--- src/rtl/countdown_pkg.sv ---
// Shared types and sizing helpers for the countdown timer controller.
package countdown_pkg;

    typedef enum logic [2:0] {
        ST_IDLE  = 3'd0,
        ST_ARMED = 3'd1,
        ST_RUN   = 3'd2,
        ST_PAUSE = 3'd3,
        ST_DONE  = 3'd4
    } state_t;

    function automatic int unsigned tick_div(input int unsigned clk_hz, input int unsigned tick_hz);
        return clk_hz / tick_hz;
    endfunction

    // Counter width able to hold 0 .. div-1, never narrower than one bit.
    function automatic int unsigned cnt_width(input int unsigned div);
        return (div < 2) ? 1 : $clog2(div);
    endfunction

endpackage

--- src/rtl/countdown_controller_button_conditioner.sv ---
// Pushbutton conditioner: 2-flop synchronizer, debounce filter, and a
// one-cycle pulse on each accepted rising edge.
module button_conditioner
    import countdown_pkg::*;
#(
    parameter int unsigned DEBOUNCE_CYCLES = 1000000
) (
    input  logic clock,
    input  logic reset,
    input  logic raw,
    output logic pulse
);

    localparam int unsigned CW = cnt_width(DEBOUNCE_CYCLES);

    logic          sync_a;
    logic          sync_b;
    logic          stable;
    logic [CW-1:0] count;

    always_ff @(posedge clock or posedge reset) begin
        if (reset) begin
            sync_a <= 1'b0;
            sync_b <= 1'b0;
        end else begin
            sync_a <= raw;
            sync_b <= sync_a;
        end
    end

    // Any cycle where the synchronized level agrees with the accepted level restarts the count.
    always_ff @(posedge clock or posedge reset) begin
        if (reset) begin
            count  <= '0;
            stable <= 1'b0;
            pulse  <= 1'b0;
        end else begin
            pulse <= 1'b0;
            if (sync_b == stable) begin
                count <= '0;
            end else if (count == CW'(DEBOUNCE_CYCLES - 1)) begin
                count  <= '0;
                stable <= sync_b;
                pulse  <= sync_b;
            end else begin
                count <= count + CW'(1);
            end
        end
    end

endmodule

--- src/rtl/countdown_controller.sv ---
// Countdown timer sequencer: button conditioning, 1 Hz decrement strobe, counter
// enables and alarm. Define ALARM_BLINK_EN to make blink flash while in DONE.
module countdown_controller
    import countdown_pkg::*;
#(
    parameter int unsigned CLK_HZ          = 100000000,
    parameter int unsigned TICK_HZ         = 1,
    parameter int unsigned DEBOUNCE_CYCLES = 1000000
) (
    input  logic       clock,
    input  logic       reset,
    input  logic       set_btn,
    input  logic       start_btn,
    input  logic       count_zero,
    output logic       clear_en,
    output logic       load_en,
    output logic       dec_en,
    output logic       alarm,
    output logic       blink,
    output logic [2:0] state_o
);

    localparam int unsigned TICK_DIV = tick_div(CLK_HZ, TICK_HZ);
    localparam int unsigned PW       = cnt_width(TICK_DIV);

    state_t        state;
    logic [PW-1:0] prescaler;
    logic          set_p;
    logic          start_p;
    logic          tick_c;
    logic          done_entry_c;
    logic          done_stay_c;

    button_conditioner #(.DEBOUNCE_CYCLES(DEBOUNCE_CYCLES)) u_set_btn (
        .clock (clock),
        .reset (reset),
        .raw   (set_btn),
        .pulse (set_p)
    );

    button_conditioner #(.DEBOUNCE_CYCLES(DEBOUNCE_CYCLES)) u_start_btn (
        .clock (clock),
        .reset (reset),
        .raw   (start_btn),
        .pulse (start_p)
    );

    assign tick_c       = (prescaler == PW'(TICK_DIV - 1));
    assign done_entry_c = (state == ST_RUN) && !set_p && count_zero;
    assign done_stay_c  = (state == ST_DONE) && !set_p && !start_p;
    assign state_o      = state;

    // Sequencer; set beats start, and expiry beats start while running.
    always_ff @(posedge clock or posedge reset) begin
        if (reset) begin
            state     <= ST_IDLE;
            clear_en  <= 1'b1;
            load_en   <= 1'b0;
            dec_en    <= 1'b0;
            alarm     <= 1'b0;
            prescaler <= '0;
        end else begin
            load_en <= 1'b0;
            dec_en  <= 1'b0;
            case (state)
                ST_IDLE: begin
                    if (set_p) begin
                        state    <= ST_ARMED;
                        load_en  <= 1'b1;
                        clear_en <= 1'b0;
                    end
                end
                ST_ARMED: begin
                    if (set_p) begin
                        load_en <= 1'b1;
                    end else if (start_p) begin
                        state     <= ST_RUN;
                        prescaler <= '0;
                    end
                end
                ST_RUN: begin
                    if (set_p) begin
                        state   <= ST_ARMED;
                        load_en <= 1'b1;
                    end else if (count_zero) begin
                        state <= ST_DONE;
                        alarm <= 1'b1;
                    end else if (start_p) begin
                        state <= ST_PAUSE;
                    end else begin
                        dec_en    <= tick_c;
                        prescaler <= tick_c ? '0 : prescaler + PW'(1);
                    end
                end
                ST_PAUSE: begin
                    if (set_p) begin
                        state   <= ST_ARMED;
                        load_en <= 1'b1;
                    end else if (start_p) begin
                        state <= ST_RUN;
                    end
                end
                ST_DONE: begin
                    if (set_p) begin
                        state   <= ST_ARMED;
                        load_en <= 1'b1;
                        alarm   <= 1'b0;
                    end else if (start_p) begin
                        state    <= ST_IDLE;
                        clear_en <= 1'b1;
                        alarm    <= 1'b0;
                    end
                end
                default: begin
                    state    <= ST_IDLE;
                    clear_en <= 1'b1;
                    alarm    <= 1'b0;
                end
            endcase
        end
    end

`ifdef ALARM_BLINK_EN
    localparam int unsigned BLINK_DIV = (TICK_DIV / 4 < 1) ? 1 : TICK_DIV / 4;
    localparam int unsigned BW        = cnt_width(BLINK_DIV);

    logic [BW-1:0] blink_cnt;

    // Flash phase restarts lit on every DONE entry.
    always_ff @(posedge clock or posedge reset) begin
        if (reset) begin
            blink     <= 1'b0;
            blink_cnt <= '0;
        end else if (done_entry_c) begin
            blink     <= 1'b1;
            blink_cnt <= '0;
        end else if (done_stay_c) begin
            if (blink_cnt == BW'(BLINK_DIV - 1)) begin
                blink     <= ~blink;
                blink_cnt <= '0;
            end else begin
                blink_cnt <= blink_cnt + BW'(1);
            end
        end else begin
            blink     <= 1'b0;
            blink_cnt <= '0;
        end
    end
`else
    // Steady level that tracks alarm.
    always_ff @(posedge clock or posedge reset) begin
        if (reset) begin
            blink <= 1'b0;
        end else begin
            blink <= done_entry_c || done_stay_c;
        end
    end
`endif

endmodule
--- config.mk ---
export PLATFORM = sky130hd
export DESIGN_NAME = countdown_controller
export DESIGN_NICKNAME = d
export VERILOG_FILES = /design/src/rtl/countdown_pkg.sv /design/src/rtl/countdown_controller_button_conditioner.sv /design/src/rtl/countdown_controller.sv
export SDC_FILE = /design/constraint.sdc
export NUM_CORES = 1
export LEC_CHECK = 0
export ABC_AREA = 1
export BUFFER_PORTS_ARGS = -buffer_cell sky130_fd_sc_hd__buf_4
export CORE_UTILIZATION = 60
export CTS_BUF_LIST = sky130_fd_sc_hd__clkbuf_16
export CTS_CLUSTER_DIAMETER = 50
export DETAILED_ROUTE_END_ITERATION = 12
export PLACE_DENSITY = 0.74
export SYNTH_ARGS = -nofsm -noshare
export SYNTH_HDL_FRONTEND = slang
export SYNTH_SLANG_ARGS = --single-unit
--- constraint.sdc ---
create_clock -name clock -period 3.2 [get_ports clock]
set_input_delay 0.48 -clock clock [delete_from_list [all_inputs] [get_ports clock]]
set_output_delay 0.48 -clock clock [all_outputs]
set_load 0.05 [all_outputs]
# --- After elaboration in Yosys (flattened, before gate mapping) ---
# Index checks and enable logic that the tools add are counted.
totals:
  register_bits: 83
  out_inout_bits: 8
  input_bits: 5
  elab_cells: 102
classes:
  addsub: 3
  reduce_logical: 18
  bitwise: 4
  n_mux: 40
  n_eq_ne: 20
ops:
  columns: ["operator", "n"]
  rows:
  - ["two-way mux 27 bit", 6]
  - ["two-way mux 20 bit", 4]
  - ["one-hot mux 27 bit (2 select lines)", 1]
  - ["adder 20 x 1 -> 20 bit (second input constant)", 2]
  - ["== test 20 bit (second input constant)", 2]
  - ["adder 27 x 1 -> 27 bit (second input constant)", 1]
  - ["== test 27 bit (second input constant)", 1]
  - ["two-way mux 3 bit", 9]
  - ["two-way mux 1 bit", 17]
  - ["one-hot mux 3 bit (5 select lines)", 1]
  - ["!= test 2 bit (second input constant)", 6]
  - ["AND reduction 4 bit", 3]
  - ["== test 3 x 2 -> 1 bit (second input constant)", 2]
  - ["!= test 2 x 1 -> 1 bit (second input constant)", 3]
  - ["one-hot mux 1 bit (3 select lines)", 2]
  - ["AND reduction 6 bit", 1]
  - ["OR reduction 3 bit", 2]
  - ["OR reduction 5 bit", 1]
  - ["logical AND 1 bit", 4]
  - ["!= test 4 x 2 -> 1 bit (second input constant)", 1]
  - ["NOT 1 bit", 4]
  - ["AND reduction 2 bit", 2]
  - ["== test 3 x 1 -> 1 bit (second input constant)", 1]
  - ["== test 3 bit (second input constant)", 1]
  - ["other kinds (6)", 8]

# --- Logic depth before layout (Yosys ltp) ---
# Gate-level depths: netlist (run 1).
depth:
  ltp_word: 6
  mapped_depth: 11
  mapped_depth_nobuf: 10

# --- Modules after synthesis ---
# A second synthesis (run 1) with hierarchy kept.
hier_totals:
  cells_unflattened: 704
  hier_area_um2: 5014.8
by_module_without_submodules:
  columns: ["module", "instances", "seq_area_each_um2", "cells_each", "area_each_um2"]
  rows:
  - ["button_conditioner", 2, 600.6, 164, 1298.7]
  - ["countdown_controller", 1, 877.1, 376, 2417.3]

# --- Least setup slack after synthesis (run 1) ---
# No wires, ideal clock.
synth_path:
  kind: "reg-to-reg"
  startpoint: "reg state[0] (netlist: state_o[0])"
  endpoint: "reg prescaler[19]"
  path_slack_ns: 1.452
  stages_incl_launch_ff: 11
  setup_ns: 0.126
  path_buffers: 1
  t_arrival_ns: 1.622
  synth_period_minus_slack_ns: 1.748
  required_ns: 3.074
  cell_sequence: "dfrtp_1 -> inv_2 -> nor2_2 -> nand2_1 -> nand2_1 -> nand2_2 -> nor2_8 -> inv_1 -> buf_2 -> nand2_1 -> o21ai_0"
synth_via:
  elab_chain_len: 3
  word_cells_on_any_way: 10
  classes_between: "7 x eq/ne; 1 x mux; 2 x reduce/logical"
synth_rtl:
  columns: ["element", "line", "rtl"]
  rows:
  - ["from (decl)", "countdown_controller.sv:26", "state_t state;"]
  - ["from (signal assigned)", "countdown_controller.sv:56", "state <= ST_IDLE;"]
  - ["from (signal assigned)", "countdown_controller.sv:68", "state <= ST_ARMED;"]
  - ["from (signal assigned)", "countdown_controller.sv:77", "state <= ST_RUN;"]
  - ["== test 3 x 1 -> 1 bit or == test 3 x 2 -> 1 bit (tied branches)", "countdown_controller.sv:65", "case (state)"]
  - ["!= test 2 x 1 -> 1 bit (no source line) (tied with other cells)", null, null]
  - ["AND reduction 6 bit (no source line)", null, null]
  - ["to (signal assigned)", "countdown_controller.sv:92", "prescaler <= tick_c ? '0 : prescaler + PW'(1);"]
  - ["to (decl)", "countdown_controller.sv:27", "logic [PW-1:0] prescaler;"]
# Parallel ways exist; a longest one is shown, timed or not.
# A chain may end at the register's enable or synchronous reset.

# --- Final worst setup path (run 1) ---
layout_path:
  startpoint: "reg state[2] (netlist: state_o[2])"
  endpoint: "reg prescaler[25]"
# Same word-level chain as after synthesis.

==> out/summary.md, run 1 <==
The average routed wire per standard cell works out to 13.2 um. The number of global-route vias before repair was 4116. The sequential cell area was 0.00208 mm^2. For this run, the leading register cell type out of synthesis is sky130_fd_sc_hd__dfrtp_1. The tools report the cell area after technology mapping as 0.00477 mm^2. The mean number of vias per cell is 5.48.

At the end of the flow, the number of nets in the layout was 694. Clock-pin slew was measured on the worst setup and hold paths at 0.06 ns. Prior to clock tree synthesis, the placed netlist has a worst setup slack of 1.26 ns. By instance count, the leading cell after synthesis is sky130_fd_sc_hd__nand2_1. After filler insertion, the fill cell instance count of the layout stands at 635.

For this run, design rule violations remaining after detail routing come to 0. The maximum single-stage delay on the critical path was 0.48 ns. Relative to the synthesized area, the layout overhead comes to 10.1%.

The H-tree was split into 3 levels. The library cell contributing the largest single delay on the critical path was sky130_fd_sc_hd__dfrtp_1. The type of the worst setup path is flip-flop to flip-flop. The worst setup path is captured at a flip-flop. In this run the worst path has a maximum fanout of 44. The weighted congestion at the end of routability-driven global placement is 0.939, and the top achievable clock speed is 506 MHz.

The clock reaches the later pin of the worst-skew pair after 0.33 ns. The longest clock path from root to sink contains 2 buffers. Summing internal, switching and leakage power gives 2.15 mW. The run gives 0.618 as the effective utilization at floorplan. The logs give 32 for the count of distinct cell types in the synthesized netlist and 0 for the hold buffer count at cts. The total area inside the core boundary comes to 0.00773 mm^2. The antenna diode instance count was 0. The flow ran to the end, and the final reports show no timing, DRC or antenna violations. In this run, the number of DRC markers left after iteration 0 of detailed routing was 236. The tools report the clock buffer count from CTS as 9. Among the stages of the critical path, the cell type that occurs most often is sky130_fd_sc_hd__nand2_1.

The cell taking the most area after synthesis was sky130_fd_sc_hd__dfrtp_1. Cell at the root of the clock tree: sky130_fd_sc_hd__clkbuf_16. Share of the synthesized area in the top cell type: 0.430.

The global-route met3 utilization came out at 0.0561. In this run the core area contains 32 standard-cell rows. Buffers added to address setup during post-CTS repair amount to 0. The type of element launching the critical path is a flip-flop.

The min-delay analysis places its worst path in the category input pin to async pin. The fraction of synthesis flops using an asynchronous set or reset pin is 1.00. The share of the clock period used by the worst path was 0.617; the share of post-route cells with drive strength above 1 was 0.0753. The total global routing track utilization is 0.274, and the tightest slew margin relative to the limit is 0.652. The power density of the placed cells was 409 mW/mm^2.

For the final routed database, the setup TNS stands at 0 ns. The height of the die is 91.2 um. The placed wire-length estimate came out at 7.44 mm. The synthesized design contains 0 enable-type register cells. The routed design could run at a clock period as short as 1.98 ns. Each instance of the synthesized netlist takes up on average 7.12 um^2. Summed over all layers, the routed wires come to 10.5 mm. Among cell families on the critical path, the largest total delay comes from simple AND/OR/NAND/NOR gates. For the pin with the worst max-slew slack, the measured transition is 0.522 ns. For this design the static power due to leakage is 2.57 nW.

The data required time of the worst path was 3.40 ns; the worst path buffer plus inverter count was 1. Hold violation count in the final report: 0. For the number of slew-limit violations in the final report, the log shows 0. STA puts the critical path data arrival time at 2.18 ns. The tools report the remaining number of nets flagged by the antenna check after routing as 0. The initial antenna violation count is 0. The tools report the global-route track usage on met2 as 0.449.

Clock skew on the completed layout was measured at 0.00709 ns. The tools report the maximum number of pins on one net before global-route repair as 84. The max-capacitance violation count is 0, and the horizontal extent of the die is 91.2 um. Synthesis inferred 83 register bits. After synthesis, the most frequently instantiated cells are sky130_fd_sc_hd__nand2_1, sky130_fd_sc_hd__nor2_1, sky130_fd_sc_hd__dfrtp_1. The run gives 0 as the count of cells resized by post-cts repair. The count of synthesis-stage warnings from yosys is 0, and the final number of setup-violating endpoints is 0. Walking the worst path, the cells encountered are nor2_2, nand2_1, nand2_1, nand2_2, nor2_8, inv_1, nand2_1, o21ai_0.

The tools report the number of nets produced by synthesis as 678. By area the synthesized netlist is led by sky130_fd_sc_hd__dfrtp_1, sky130_fd_sc_hd__nand2_1, sky130_fd_sc_hd__nor2_1, sky130_fd_sc_hd__nand3_1, sky130_fd_sc_hd__inv_1. The tools report the global-route track usage on met1 as 0.352. The tools report the number of iterations in the first detailed-routing pass as 6.

Setup repair after global routing left no endpoint under its margin. In the post-route analysis, the smallest setup slack over all paths is 1.22 ns. TritonCTS built the clock tree.

13 I/O pins were placed. Highest-utilization routing layer at the global route stage: met2. The tools report the final global-route overflow total as 0. The count of input and output buffers came out at 12. The run gives 83 as the total number of clock tree sinks.

After technology mapping, the gate count stands at 670. The wire length of the first global-routing pass is 18.3 mm, and the multi-input combinational cell area is 0.00233 mm^2. The worst-case IR drop observed on VDD is 273 uV.

The die footprint came out at 0.00831 mm^2. The tools report the overall via count from detail_route as 4344. The portion of the post-synthesis area used by sequential elements came out at 0.436.
-- layout make-up --
cell class / count / area share
Tap cell: 102 / 0.0243
Clock buffer: 9 / 0.0429
Inverter: 84 / 0.0603
Sequential cell: 83 / 0.396
Multi-Input combinational cell: 495 / 0.443
Clock inverter: 7 / 0.0131
Timing Repair Buffer: 13 / 0.0210
-- power by group --
part | switching [mW] | internal (mW) | leakage [nW]
sequential | 0.00589 | 1.06 | 1.06
clock | 0.429 | 0.602 | 0.141
combinational | 0.0378 | 0.0143 | 1.38
-- worst min-delay path, cell delays in order --
cell                       delay [ns]
sky130_fd_sc_hd__buf_4           0.11
sky130_fd_sc_hd__clkinv_2        0.05
sky130_fd_sc_hd__buf_12          0.35
-- through the flow --
stage	hold slack (ns)	area, um^2	cells	utilization
finish	0.226	5250	793	0.680
global placement	0.334	4960	777	0.642
global route	0.239	5250	793	0.680
CTS	0.249	5250	793	0.680
detailed placement	0.335	4960	777	0.642
floorplan	0.331	4770	670	-
-- sequential cells by signal, summed over array words and instances, names as in the netlist, 3 cells and up --
name and count:
prescaler 27, u_set_btn.count 20, u_start_btn.count 20, state_o 3
-- cell usage in the layout, fill, tap and decap left out, drive strengths merged --
cell type  count
xnor2          2
o22ai          1
nor4           2
nand2        177
nor3b          4
a21oi         12
bufinv         1
dfrtp         82
inv           83
o21bai         1
clkinvlp       2
buf           13
ha             3
clkbuf         9
o21ai         13
nand3         64
nand2b         1
o2111ai        1
a31oi          2
nand4         29
clkinv         5
xor2          22
nor2         138
nand3b         2
dfstp          1
nor3          20
a21o           1
-- path summary, 6_finish.rpt --
check,startpoint,slack [ns],depth (start not counted),endpoint
hold / removal,reset,0.23,3,state_o[0]
setup reg to reg,state_o[2],1.22,8,prescaler[25]
min in group clock,start_btn,0.25,1,u_start_btn.sync_a
hold reg to reg,u_start_btn.sync_a,0.35,0,u_start_btn.sync_b
setup / recovery,state_o[2],1.22,8,prescaler[25]
max in group asynchronous,reset,2.61,3,clear_en
-- per-layer routing --
metal	vias to the layer above	wire length, um
met5	-	0
met4	0	299
met3	32	603
met2	141	4910
met1	2002	4690
li1	2169	-
-- logic make-up (layout without fill, tap and decap cells) --
kind of cell | count (synthesis) | in the layout | share of synthesized area
buffers and inverters | 92 | 113 | 0.0768
adder cells (fa/ha/maj) | 3 | 3 | 0.00787
AND/OR/NAND/NOR | 437 | 437 | 0.401
XOR/XNOR | 24 | 24 | 0.0440
flip-flops | 83 | 83 | 0.436
AO/OA/AOI/OAI | 31 | 31 | 0.0351
No activity file was read; power rests on OpenSTA's default activity.
==> run 2: changes to the inputs <==
--- a/config.mk
+++ b/config.mk
@@ -7,7 +7,7 @@
 export LEC_CHECK = 0
 export ABC_AREA = 1
 export BUFFER_PORTS_ARGS = -buffer_cell sky130_fd_sc_hd__buf_4
-export CORE_UTILIZATION = 60
+export CORE_UTILIZATION = 57
 export CTS_BUF_LIST = sky130_fd_sc_hd__clkbuf_16
 export CTS_CLUSTER_DIAMETER = 50
 export DETAILED_ROUTE_END_ITERATION = 12
==> constraint.sdc (replaced) <==
create_clock -name clock -period 1.8 [get_ports clock]
set_input_delay 0.27 -clock clock [delete_from_list [all_inputs] [get_ports clock]]
set_output_delay 0.27 -clock clock [all_outputs]
set_load 0.05 [all_outputs]
==> out/summary.md, run 2 (synthesis gave the netlist of run 1 again) <==
Initial antenna violation count: 0 (unchanged). For the worst supply voltage drop on vdd, the log shows 525 uV (was 273 uV). The tools report the startpoint of the worst setup timing path as prescaler[1] (was state_o[2]).

The count of input and output buffers works out to 12 (unchanged). The horizontal extent of the die works out to 93.5 um (was 91.2 um). The cell-internal power came out at 3.25 mW (was 1.67 mW). The register with the most flip-flops is prescaler (unchanged).

The cell at the root of the clock tree was sky130_fd_sc_hd__clkbuf_16 (unchanged). The power density of the placed cells is 742 mW/mm^2 (was 409 mW/mm^2). The post-layout minimum cycle time is 1.69 ns (was 1.98 ns).

The tools report the total number of clock tree sinks as 83 (unchanged). For the sequential cell area, the log shows 0.00208 mm^2 (about the same). Most used cells in the layout excluding fill and tap cells: sky130_fd_sc_hd__nand2_1, sky130_fd_sc_hd__nor2_1, sky130_fd_sc_hd__dfrtp_1 (unchanged). The arrival time of the worst setup path is 1.96 ns (was 2.18 ns), and the die footprint is 0.00874 mm^2 (was 0.00831 mm^2).

The number of cells on the worst hold path was 1; the placed wire-length estimate was 7.96 mm (was 7.44 mm). The logs give 0.965 (was 0.939) for the weighted congestion at the end of routability-driven global placement and 0.0386 ns (was 0.226 ns) for the tightest hold margin. The class of the tightest hold or removal check is input pin to flip-flop (was input pin to async pin).

The endpoint type of the worst setup path is a flip-flop (unchanged). The worst-case register-to-register setup slack was 0.11 ns (was 1.22 ns). Overall via count from detail_route: 4398 (was 4344).

The finished layout cell area came out at 0.00547 mm^2 (was 0.00525 mm^2). The row count was 33 (was 32). The tools report the part of the total power dissipated in sequential elements as 0.467 (was 0.496). The beginning of the worst register-to-register path was prescaler[1] (was state_o[2]). The number of violations reported at the end of detailed-routing iteration 0 was 254 (was 236). Type of the worst setup path: flip-flop to flip-flop (unchanged).

The run gives 4238 (was 4116) as the number of global-route vias before repair. The number of iterations in the first detailed-routing pass was 5 (was 6). The tools report the total global routing track utilization as 0.274 (about the same). The antenna diode instance count is 0 (unchanged), and the number of cells on the worst reg-to-reg path is 9 (was 8). The mean number of vias per cell works out to 5.44 (was 5.48). The tools report the buffer levels on the longest clock path as 2 (unchanged). The average routed wire per standard cell was 13.6 um (was 13.2 um). The type of element launching the critical path is a flip-flop (unchanged).

The tools report the final global-route overflow total as 0 (unchanged). The core footprint was 0.00818 mm^2 (was 0.00773 mm^2); the area growth from synthesis to final layout was 14.5% (was 10.1%). The clock buffer count from CTS came out at 9 (unchanged). The run gives 11.0 mm (was 10.5 mm) as the total wire length. The path with the worst hold slack has its endpoint at u_set_btn.sync_a.

The run gives 673 (was 635) as the filler cell count in the final layout. TritonCTS built the clock tree. The tightest slew margin relative to the limit is 0.698 (was 0.652). For the DRC violation count after routing, the log shows 0 (unchanged). The height of the die was 93.5 um (was 91.2 um); the top-level port count was 13 (unchanged).

The insertion delay to the later sink of the worst-skew pair was 0.34 ns (was 0.33 ns); the total negative slack for setup checks was 0 ns (unchanged). The remaining number of nets flagged by the antenna check after routing was 0 (unchanged); the final net count was 707 (was 694). Final number of setup-violating endpoints: 0 (unchanged). The share of total power in combinational logic was 0.025 (was 0.024); the share of the clock period used by the worst path was 0.939 (was 0.617). The endpoint of the lowest-slack register-to-register path was prescaler[18] (was prescaler[25]).

Leakage power: 2.70 nW (was 2.57 nW). For the hold violation count in the final report, the log shows 0 (unchanged). The most common library cell in the layout ignoring fill and taps is sky130_fd_sc_hd__nand2_1 (unchanged).

The tools report the multi-input combinational cell area as 0.00237 mm^2 (was 0.00233 mm^2). Largest regs: prescaler: 27 flops, u_set_btn.count: 20 flops, u_start_btn.count: 20 flops (unchanged). The post-placement cell area was 0.00505 mm^2 (was 0.00496 mm^2). The flow ran to the end, and the final reports show no timing, DRC or antenna violations. The final core utilization was 0.669 (was 0.680). Clock edge transition at the registers on the reported setup and hold paths: 0.06 ns (about the same). The proportion of total power due to net switching came out at 0.197 (was 0.220).

Share of post-route cells with drive strength above 1: 0.0966 (was 0.0753). The data required time of the worst path is 2.07 ns (was 3.40 ns). The tools report the clock group share of total power as 0.508 (was 0.480).

The flip-flop count of the largest register, all copies and words added was 27 (unchanged). The switching power of the nets was 0.800 mW (was 0.473 mW); the final setup skew was 0.00654 ns (was 0.00709 ns). The maximum number of pins on one net before global-route repair is 60 (was 84). The number of slew-limit violations in the final report was 0 (unchanged). The H-tree depth came out at 3 (unchanged). The critical hold path startpoint was set_btn.

The peak fanout along the critical path was 5 (was 44); the slew of the pin with the lowest slew margin was 0.450 ns (was 0.522 ns). The logs give 592 MHz (was 506 MHz) for the top achievable clock speed and 18.6 mm (was 18.3 mm) for the wire length of the first global-routing pass. The logs give 0 (unchanged) for the max-capacitance violation count and 4.05 mW (was 2.15 mW) for the total power.

The tools report the effective utilization at floorplan as 0.584 (was 0.618).
==> run 2: cell count changes in the layout (fill, tap and decap cells not counted), sizes merged <==
cell	delta
dlygate4sd3	+1
inv	+2
bufinv	+2
buf	+12
clkinv	-4
==> run 2: worst max-delay path, cell delays in order, from the launching register on <==
cell                      delay [ns]
sky130_fd_sc_hd__dfrtp_1        0.38
sky130_fd_sc_hd__ha_2           0.23
sky130_fd_sc_hd__nand2_1        0.14
sky130_fd_sc_hd__nor2_4         0.15
sky130_fd_sc_hd__nand3_1        0.23
sky130_fd_sc_hd__nor2_4         0.22
sky130_fd_sc_hd__nand3_1        0.09
sky130_fd_sc_hd__nand2_1        0.07
sky130_fd_sc_hd__inv_1          0.04
sky130_fd_sc_hd__nor2_1         0.08
==> run 2: repair_timing <==
action,CTS,global route
resized for setup,0,13
hold endpoints to repair,12,0
setup endpoints to repair,0,32
hold buffers,1,0
setup buffers,0,2
==> run 2: worst max path at each step <==
stage                           to  slack [ns]
2_1_floorplan        prescaler[19]        0.05
3_3_place_gp   u_set_btn.count[14]        0.13
3_5_place_dp         prescaler[23]        0.05
4_1_cts              prescaler[23]        0.03
5_1_grt              prescaler[26]      -0.004
6_report             prescaler[18]        0.11
==> run 2: metrics by stage <==
stage               worst slack (ns)  cells
floorplan                     0.0524    670
global placement               0.131    790
detailed placement            0.0530    790
CTS                           0.0252    807
global route                -0.00395    809
finish                         0.110    809
==> run 2: cell type report <==
class,count,area share
multi-input cells,495,0.435
flip-flops and latches,83,0.380
inverters,84,0.0588
clock buffers,9,0.0412
repair buffers,26,0.0408
well taps,105,0.0240
clock inverters,7,0.0201
==> run 2: power groups by stage <==
stage	registers, mW	clock network (mW)	logic [mW]
6_report	1.89	2.06	0.101
5_1_grt	1.89	2.19	0.117
4_1_cts	1.89	2.10	0.104
3_5_place_dp	1.93	0	0.100
3_3_place_gp	1.92	0	0.0963
2_1_floorplan	1.92	0	0.0618
==> run 2: layer usage <==
| layer | routed length (um) | vias to the layer above | global-route usage |
|---|---|---|---|
| li1 | - | 2191 | - |
| met1 | 4890 | 2064 | 0.341 |
| met2 | 5370 | 122 | 0.463 |
| met3 | 475 | 21 | 0.0528 |
| met4 | 231 | 0 | 0.115 |
| met5 | 0 | - | 0 |
==> run 3: changes to the inputs <==
--- a/config.mk
+++ b/config.mk
@@ -7,11 +7,11 @@
 export LEC_CHECK = 0
 export ABC_AREA = 1
 export BUFFER_PORTS_ARGS = -buffer_cell sky130_fd_sc_hd__buf_4
-export CORE_UTILIZATION = 57
+export CORE_UTILIZATION = 55
 export CTS_BUF_LIST = sky130_fd_sc_hd__clkbuf_16
 export CTS_CLUSTER_DIAMETER = 50
 export DETAILED_ROUTE_END_ITERATION = 12
-export PLACE_DENSITY = 0.74
+export PLACE_DENSITY = 0.71
 export SYNTH_ARGS = -nofsm -noshare
 export SYNTH_HDL_FRONTEND = slang
 export SYNTH_SLANG_ARGS = --single-unit
==> out/summary.md, run 3 (synthesis gave the netlist of run 1 again) <==
H-tree depth: 3 (unchanged). Startpoint of the worst setup timing path: u_set_btn.count[0] (was prescaler[1]). Most used cells in the layout excluding fill and tap cells: sky130_fd_sc_hd__nand2_1, sky130_fd_sc_hd__nor2_1, sky130_fd_sc_hd__dfrtp_1 (unchanged).

The run gives 2 (unchanged) as the buffer levels on the longest clock path. The total number of clock tree sinks came out at 83 (unchanged). The run finished, with violations left. The die footprint came out at 0.00905 mm^2 (was 0.00874 mm^2). The flip-flop count of the largest register, all copies and words added is 27 (unchanged), and the horizontal extent of the die is 95.1 um (was 93.5 um).

The area growth from synthesis to final layout is 14.6% (was 14.5%). For the tightest slew margin relative to the limit, the log shows 0.626 (was 0.698). Share of total power in combinational logic: 0.027 (was 0.025). The mean number of vias per cell was 5.35 (was 5.44); the clock edge transition at the registers on the reported setup and hold paths was 0.06 ns (about the same).

The power density of the placed cells is 725 mW/mm^2 (was 742 mW/mm^2), and the worst-case register-to-register setup slack is 0.14 ns (was 0.11 ns). The beginning of the worst register-to-register path was u_set_btn.count[0] (was prescaler[1]). The part of the total power dissipated in sequential elements is 0.477 (was 0.467). For the overall via count from detail_route, the log shows 4356 (was 4398). The max-capacitance violation count was 0 (unchanged). The type of element launching the critical path is a flip-flop (unchanged). The peak fanout along the critical path was 7 (was 5). The run gives 603 MHz (was 592 MHz) as the top achievable clock speed. Setup repair after global routing could not meet its margin everywhere.

The wire length of the first global-routing pass is 18.1 mm (was 18.6 mm), and the final global-route overflow total is 0 (unchanged). The initial antenna violation count was 0 (unchanged); the hold buffer count at cts was 0 (was 1). Remaining number of nets flagged by the antenna check after routing: 0 (unchanged). Register with the most flip-flops: prescaler (unchanged). Share of the clock period used by the worst path: 0.922 (was 0.939). Cell-by-cell listing of the critical path: ha_1, nand3_1, inv_1, nand3_1, nand3b_1, nand2_4, buf_4, nor3_1 (was ha_2, nand2_1, nor2_4, nand3_1, nor2_4, nand3_1, nand2_1, inv_1, nor2_1).

For the final setup skew, the log shows 0.00773 ns (was 0.00654 ns). Category of cells accounting for the largest share of critical-path delay: simple AND/OR/NAND/NOR gates (unchanged). The checks that failed: negative hold slack. Height of the die: 95.1 um (was 93.5 um).

The logs give 630 uV (was 525 uV) for the worst supply voltage drop on vdd and 274 (was 254) for the number of violations reported at the end of detailed-routing iteration 0. The maximum single-stage delay on the critical path is 0.40 ns (was 0.38 ns). The logs give 0 (unchanged) for the number of slew-limit violations in the final report and 33 (unchanged) for the row count. The type of the worst setup path is flip-flop to flip-flop (unchanged). The arrival time of the worst setup path was 1.90 ns (was 1.96 ns); the placed wire-length estimate was 7.91 mm (was 7.96 mm). The final cell count without fillers was 814 (was 809). Final net count: 712 (was 707). The core footprint was 0.00830 mm^2 (was 0.00818 mm^2).

Largest regs: prescaler: 27 flops, u_set_btn.count: 20 flops, u_start_btn.count: 20 flops (unchanged). The tools report the total wire length as 10.7 mm (was 11.0 mm). For the DRC violation count after routing, the log shows 0 (unchanged).

Effective utilization at floorplan: 0.575 (was 0.584). The final core utilization is 0.659 (was 0.669), and the proportion of total power due to net switching is 0.211 (was 0.197). The data required time of the worst path was 2.04 ns (was 2.07 ns); the share of post-route cells with drive strength above 1 was 0.100 (was 0.0966). The total power came out at 3.96 mW (was 4.05 mW). Insertion delay to the later sink of the worst-skew pair: 0.33 ns (was 0.34 ns).

The cell at the root of the clock tree is sky130_fd_sc_hd__clkbuf_16 (unchanged). The finished layout cell area was 0.00547 mm^2 (about the same). The count of input and output buffers was 12 (unchanged).

The run gives 7 (was 0) as the hold violation count in the final report. The cell-internal power was 3.13 mW (was 3.25 mW); the post-layout minimum cycle time was 1.66 ns (was 1.69 ns). The slew of the pin with the lowest slew margin is 0.559 ns (was 0.450 ns). The run gives -0.00626 ns (was 0.0386 ns) as the tightest hold margin. The switching power of the nets is 0.836 mW (was 0.800 mW), and the number of global-route vias before repair is 4108 (was 4238). The most frequent cell on the critical path is sky130_fd_sc_hd__nand3_1. Class of the tightest hold or removal check: input pin to async pin (was input pin to flip-flop). TritonCTS built the clock tree.

The tools report the endpoint type of the worst setup path as a flip-flop (unchanged). The average routed wire per standard cell was 13.1 um (was 13.6 um); the worst path buffer plus inverter count was 2 (was 1). The post-placement cell area came out at 0.00509 mm^2 (was 0.00505 mm^2).

The most common library cell in the layout ignoring fill and taps is sky130_fd_sc_hd__nand2_1 (unchanged). Final critical-path setup slack: 0.141 ns (was 0.110 ns). The antenna diode instance count came out at 0 (unchanged). The maximum number of pins on one net before global-route repair was 30 (was 60); the clock buffer count from CTS was 9 (unchanged). The leakage power is 2.70 nW (about the same).

The run gives 0 ns (unchanged) as the total negative slack for setup checks. The weighted congestion at the end of routability-driven global placement came out at 0.943 (was 0.965). The post-placement cell count was 793 (was 790). The worst setup slack before clock tree synthesis came out at 0.0990 ns (was 0.0530 ns).

The clock group share of total power came out at 0.496 (was 0.508). The tools report the top-level port count as 13 (unchanged). The library cell contributing the largest single delay on the critical path is sky130_fd_sc_hd__dfrtp_1 (unchanged).

The logs give 5 (unchanged) for the number of iterations in the first detailed-routing pass and 0 (unchanged) for the final number of setup-violating endpoints. The run gives 0.259 (was 0.274) as the total global routing track utilization.
## run 3: changes by cell type in the layout (fill, tap and decap cells not counted), sizes merged
cell and change:
inv -1, clkinv +2, bufinv -1, dlygate4sd3 -1
buf +6
## run 3: path summary, 6_finish.rpt
path / end / depth (start not counted)
max: u_set_btn.count[15] / 8
min: u_set_btn.count[0] / 2
max reg2reg: u_set_btn.count[15] / 8
min reg2reg: u_set_btn.sync_b / 0
max in group asynchronous: clear_en / 3
min in group clock: u_start_btn.sync_a / 1
## run 3: layout make-up
class	instances	area [um^2]
flip-flops and latches	83	2080
multi-input cells	495	2350
clock buffers	9	225
clock inverters	7	90.1
inverters	84	322
repair buffers	31	270
well taps	105	131
fillers	718	2830
## run 3: what timing repair did
item | CTS | global route
setup endpoints to repair | 0 | 18
setup buffers | 0 | 5
resized for setup | 0 | 6
## run 3: routing by layer
| layer | global-route usage | share of wire | vias up |
|---|---|---|---|
| met5 | 0 | 0 | - |
| met4 | 0.110 | 0.019 | 0 |
| met3 | 0.0359 | 0.050 | 16 |
| met2 | 0.423 | 0.47 | 126 |
| met1 | 0.342 | 0.46 | 2013 |
| li1 | - | - | 2201 |
## run 3: power by group through the flow
stage	clock [mW]	combinational, mW	sequential, mW
after global routing	2.07	0.127	1.89
after global placement	0	0.102	1.92
after detailed placement	0	0.104	1.93
after CTS	2.00	0.105	1.89
after floorplan	0	0.0618	1.92
final	1.96	0.109	1.89
